[config.mk]
export PLATFORM = sky130hd
export DESIGN_NAME = quad_phase_pulser
export DESIGN_NICKNAME = d
export VERILOG_FILES = /design/src/rtl/quad_timing_pkg.sv /design/src/rtl/quad_down_counter.sv /design/src/rtl/quad_phase_pulser.sv
export SDC_FILE = /design/constraint.sdc
export NUM_CORES = 1
export LEC_CHECK = 0
export CAP_MARGIN = 10
export CELL_PAD_IN_SITES_DETAIL_PLACEMENT = 2
export CELL_PAD_IN_SITES_GLOBAL_PLACEMENT = 2
export CORE_MARGIN = 5
export CORE_UTILIZATION = 26
export DETAILED_ROUTE_END_ITERATION = 7
export PLACE_DENSITY_LB_ADDON = 0.1
export SLEW_MARGIN = 30
export SYNTH_ARGS = -nofsm -noshare
export SYNTH_HDL_FRONTEND = slang
export SYNTH_SLANG_ARGS = --single-unit
[constraint.sdc]
create_clock -name clk -period 1.91 [get_ports clk]
set_clock_uncertainty 0.15 [all_clocks]
set_input_delay 0.382 -clock clk [delete_from_list [all_inputs] [get_ports clk]]
set_output_delay 0.382 -clock clk [all_outputs]
set_load 0.05 [all_outputs]
[src/rtl/quad_timing_pkg.sv]
// Shared constants for the quad pulse timing blocks: FSM encoding, quad state
// boundaries, default counter width and a channel one-hot helper.
package quad_timing_pkg;

  localparam int CNT_W_DEFAULT = 16;
  localparam int N_CH_DEFAULT  = 4;

  localparam logic [1:0] ST_IDLE  = 2'd0;
  localparam logic [1:0] ST_DELAY = 2'd1;
  localparam logic [1:0] ST_PULSE = 2'd2;

  localparam logic [1:0] QUAD_LAST  = 2'b11;
  localparam logic [1:0] QUAD_FIRST = 2'b00;

  function automatic logic [N_CH_DEFAULT-1:0] chan_onehot(input logic [1:0] ch);
    logic [N_CH_DEFAULT-1:0] oh;
    oh     = '0;
    oh[ch] = 1'b1;
    return oh;
  endfunction

endpackage

[src/rtl/quad_down_counter.sv]
// Loadable down-counter shared by the DELAY and PULSE phases; stops at zero
// and flags both zero and the final (==1) count.
module quad_down_counter
  import quad_timing_pkg::*;
#(
  parameter int CNT_W = CNT_W_DEFAULT
) (
  input  logic             clk,
  input  logic             rst,
  input  logic             load,
  input  logic [CNT_W-1:0] load_val,
  input  logic             dec,
  output logic [CNT_W-1:0] count,
  output logic             zero,
  output logic             last
);

  logic [CNT_W-1:0] count_q, count_d;

  always_comb begin
    count_d = count_q;
    if (load) begin
      count_d = load_val;
    end else if (dec && (count_q != '0)) begin
      count_d = count_q - CNT_W'(1);
    end
  end

  always_ff @(posedge clk) begin
    if (rst) begin
      count_q <= '0;
    end else begin
      count_q <= count_d;
    end
  end

  assign count = count_q;
  assign zero  = (count_q == '0);
  assign last  = (count_q == CNT_W'(1));

endmodule

[src/rtl/quad_phase_pulser.sv]
// Fires one delayed, timed pulse on the channel named by each new quad state.
// Optional QUAD_CYCLE_COUNT_EN enables the completed-quad-cycle counter.
module quad_phase_pulser
  import quad_timing_pkg::*;
#(
  parameter int CNT_W = CNT_W_DEFAULT,
  parameter int N_CH  = N_CH_DEFAULT
) (
  input  logic             clk,
  input  logic             rst,
  input  logic             enable,
  input  logic [1:0]       state,
  input  logic             initial_state,
  input  logic [CNT_W-1:0] delay,
  input  logic [CNT_W-1:0] width,
  output logic [N_CH-1:0]  chan_out,
  output logic             busy,
  output logic             overrun,
  output logic [CNT_W-1:0] cycle_count
);

  logic [1:0]       state_q;
  logic [1:0]       fsm_q, fsm_d;
  logic [1:0]       ch_q, ch_d;
  logic [CNT_W-1:0] wid_q, wid_d;
  logic [N_CH-1:0]  chan_q, chan_d;
  logic             overrun_q, overrun_d;

  logic             cnt_load, cnt_dec, cnt_zero, cnt_last;
  logic [CNT_W-1:0] cnt_val, cnt_count;
  logic             change_event;
  logic             busy_w;

  assign change_event = (state != state_q) && enable && !initial_state;
  assign busy_w       = (fsm_q != ST_IDLE);

  quad_down_counter #(.CNT_W(CNT_W)) u_cnt (
    .clk      (clk),
    .rst      (rst),
    .load     (cnt_load),
    .load_val (cnt_val),
    .dec      (cnt_dec),
    .count    (cnt_count),
    .zero     (cnt_zero),
    .last     (cnt_last)
  );

  always_comb begin
    fsm_d     = fsm_q;
    ch_d      = ch_q;
    wid_d     = wid_q;
    chan_d    = chan_q;
    overrun_d = overrun_q;
    cnt_load  = 1'b0;
    cnt_dec   = 1'b0;
    cnt_val   = delay;
    // A new change always wins: abort whatever is running and restart timing.
    if (change_event) begin
      overrun_d = overrun_q | busy_w;
      ch_d      = state;
      wid_d     = width;
      cnt_load  = 1'b1;
      cnt_val   = delay;
      chan_d    = '0;
      fsm_d     = ST_DELAY;
    end else begin
      case (fsm_q)
        ST_DELAY: begin
          if (cnt_zero) begin
            if (wid_q == '0) begin
              fsm_d = ST_IDLE;
            end else begin
              fsm_d    = ST_PULSE;
              cnt_load = 1'b1;
              cnt_val  = wid_q;
              chan_d   = chan_onehot(ch_q);
            end
          end else begin
            cnt_dec = 1'b1;
          end
        end
        ST_PULSE: begin
          cnt_dec = 1'b1;
          if (cnt_last) begin
            fsm_d  = ST_IDLE;
            chan_d = '0;
          end
        end
        default: begin
          fsm_d = ST_IDLE;
        end
      endcase
    end
  end

  always_ff @(posedge clk) begin
    if (rst) begin
      state_q   <= 2'b00;
      fsm_q     <= ST_IDLE;
      ch_q      <= 2'b00;
      wid_q     <= '0;
      chan_q    <= '0;
      overrun_q <= 1'b0;
    end else begin
      state_q   <= state;
      fsm_q     <= fsm_d;
      ch_q      <= ch_d;
      wid_q     <= wid_d;
      chan_q    <= chan_d;
      overrun_q <= overrun_d;
    end
  end

  assign chan_out = chan_q;
  assign busy     = busy_w;
  assign overrun  = overrun_q;

`ifdef QUAD_CYCLE_COUNT_EN
  logic [CNT_W-1:0] cycle_q, cycle_d;

  always_comb begin
    cycle_d = cycle_q;
    if (change_event && (state_q == QUAD_LAST) && (state == QUAD_FIRST)) begin
      cycle_d = cycle_q + CNT_W'(1);
    end
  end

  always_ff @(posedge clk) begin
    if (rst) begin
      cycle_q <= '0;
    end else begin
      cycle_q <= cycle_d;
    end
  end

  assign cycle_count = cycle_q;
`else
  assign cycle_count = '0;
`endif

endmodule

==> impl_results.md <==
* Vias in the first global route at 3332
* Sequential area share after synthesis at 34.84%
* Initial Utilization at 26.74%
* Pre-antenna DRT Iters at 4
* VDD IR max at approximately 0.31 mV
* Failing checks: setup timing
* Post-Synthesis Cells at slightly above 300
* Reg clk slew, reported paths at 90 ps
* Status: complete, but fails checks
* Rows at 35
* Utilization after layout at 47.38%
* Total CTS buffers at 5
* Residual DRC at 0
* Worst EP required at between 1500 and 2000 ps
* Setup violators final at 22
* Yosys top cell area share at 34.84%
* Worst-skew pair later-pin latency at 310 ps
* CP Launch Type: flip-flop
* N_diodes at 0
* DR iter-0 viols at 99
* Main synth FF type: dfxtp_1
* PD cells at 668.1 nW/um2
* Max-Cap Viols at 0
* Chip width at 107.5 um
* Most frequent cell after synthesis: nand2_1
* CTS tree: built
* Half-perimeter wire length after placement at around 7700 um
* Clock sink total at 43
* Post-synth top area cell: dfxtp_1
* CP Class: reg2reg
* # nets final at a little under 500
* Crit end category: flip-flop
* All-Layer GR Usage at between 20% and 30%
* Post-synth top cells: nand2_1, dfxtp_1, a21oi_1
* Filler Cells Inserted at 993
* Cts hold-fix bufs at 0
* Tcrit/Tclk final at 118.4%
* Critical path data arrival time at 2320 ps
* Area growth syn-to-layout at 77.16%
* Mapped cell area at 2471 um2
* Post-route ant nets at 0
* Count of cell types in the netlist at 61
* Setup_tns at -3913 ps
* Initial antenna violation count at 0
* Setup ws final at -350.7 ps
* Number of synthesized flops with an enable pin at 0
* Leak at 1.710 nW
* Die area at 11550 um2
* Maximum root-to-sink buffer count at 2
* I/O pin count at 60
* Via Count at 2854
* Pwr Total at 2.925 mW
* Synth Register Bits at 43
* Die Span Y at 107.5 um
* Place WS at -475.2 ps
* Syn. warnings at 0
* Crit path max fanout at 3
* Global route total overflow at 0
* H-tree Lvls at 2
* FFs w/ async S/R, synth at 0%
* Via density at 4.990
* Worst Hold Class: reg2reg
* Pins Over Slew Limit at 0
* Ranking of synthesized cells by area: dfxtp_1, nand2_1, a21oi_1, buf_4, ha_1
* WL/cell at 21.19 um
* Largest net degree at the start of global routing at 23
* Final Critical Period at about 2300 ps
* Layout cells sized above 1 at a little under half
* RSZ-0062 raised after global routing: true
* I/O Buffers at 43
* Min Hold Slack at approximately 360 ps
* Core Footprint at 9240 um2
* First-pass GRT wire length at 17940 um
* FMAX at 442.3 MHz
* Post-Syn Area per Cell at slightly above 8 um2
* Detailed Route WL at 12120 um
* Root buf cell: clkbuf_8
* Routability cong. at 0.8246
* Final hold violation count at 0
[final timing paths]
check	from	to	slack, ps	cells past startpoint
max	u_cnt.count[14]	u_cnt.count[3]	-350	6
min	chan_out[2]	chan_out[2]	360	2
max reg2reg	u_cnt.count[14]	u_cnt.count[3]	-350	6
min reg2reg	chan_out[2]	chan_out[2]	360	2
[metrics by stage]
| stage | instances | area (um2) |
|---|---|---|
| 2_1_floorplan | 321 | 2566 |
| 3_3_place_gp | 541 | 3576 |
| 3_5_place_dp | 541 | 3576 |
| 4_1_cts | 563 | 4071 |
| 5_1_grt | 572 | 4378 |
| 6_report | 572 | 4378 |
[layout make-up]
cell class,count,area (um2),share of cell area (%)
Tap cell,129,161.4,3.687
Sequential cell,43,880.8,20.12
Clock buffer,6,72.57,1.658
Inverter,9,33.78,0.7716
Multi-Input combinational cell,239,1937,44.24
Timing Repair Buffer,144,1281,29.27
Clock inverter,2,11.26,0.2572
[flip-flops by register name, indices dropped and copies added (netlist names)]
name	cells
overrun	1
wid_q	16
state_q	2
chan_out	4
u_cnt.count	16
fsm_q	2
ch_q	2
[placed cells by master (no fill, tap or decap), types with 3 or more instances in the layout]
cell,instances
nor4_4,6
xnor2_1,8
and4_4,3
nand2b_1,4
a211oi_2,3
a21oi_2,5
buf_6,14
nor3_1,8
nand3_2,4
o21ai_1,3
nor4_2,6
buf_4,89
nor2_1,13
buf_12,4
a21oi_1,24
conb_1,16
nor3_2,5
nor3_4,3
clkbuf_8,5
xor2_2,3
dfxtp_2,7
nand2_1,47
dfxtp_4,3
clkdlybuf4s50_1,35
nand4_1,4
nand3_1,3
dfxtp_1,33
nand3b_1,6
inv_1,7
and3_4,3
o221ai_2,3
[timing repair]
item                                    4_1_cts  5_1_grt
endpoints found under the setup margin       28       40
setup buffers                                14       10
pin swaps                                    27       22
gates cloned                                  1        0
gates resized for setup                      63       51
[where the power goes]
group | leakage [nW] | internal, mW | switching (mW)
Sequential | 0.356 | 0.949 | 0.0553
Clock | 0.0455 | 0.258 | 0.359
Combinational | 1.31 | 0.636 | 0.668
[critical path: stages (launching register included)]
cell and delay, ps:
dfxtp_4 360, nor4_4 250, buf_4 170, or3b_4 420
o311ai_1 330, o21ai_1 170, nor4_2 300
[metal layers]
layer | global-route usage, % | vias to the layer above | routed length [um]
li1 | - | 1335 | -
met1 | 23.37 | 1431 | 4931
met2 | 37.03 | 63 | 6542
met3 | 3.179 | 25 | 280
met4 | 6.312 | 0 | 369
met5 | 0 | - | 0
[cells by family (layout without fill, tap and decap cells)]
group	Yosys count	in the layout	synth area share, %
fa+ha+maj	6	6	3.038
simple gates	140	141	30.79
mux	3	3	1.266
other cells	1	16	0.1518
buf+inv	40	161	9.114
compound gates	60	60	16.20
flops	43	43	34.84
xor+xnor	13	13	4.608
Power figures use the tool's default switching activity.
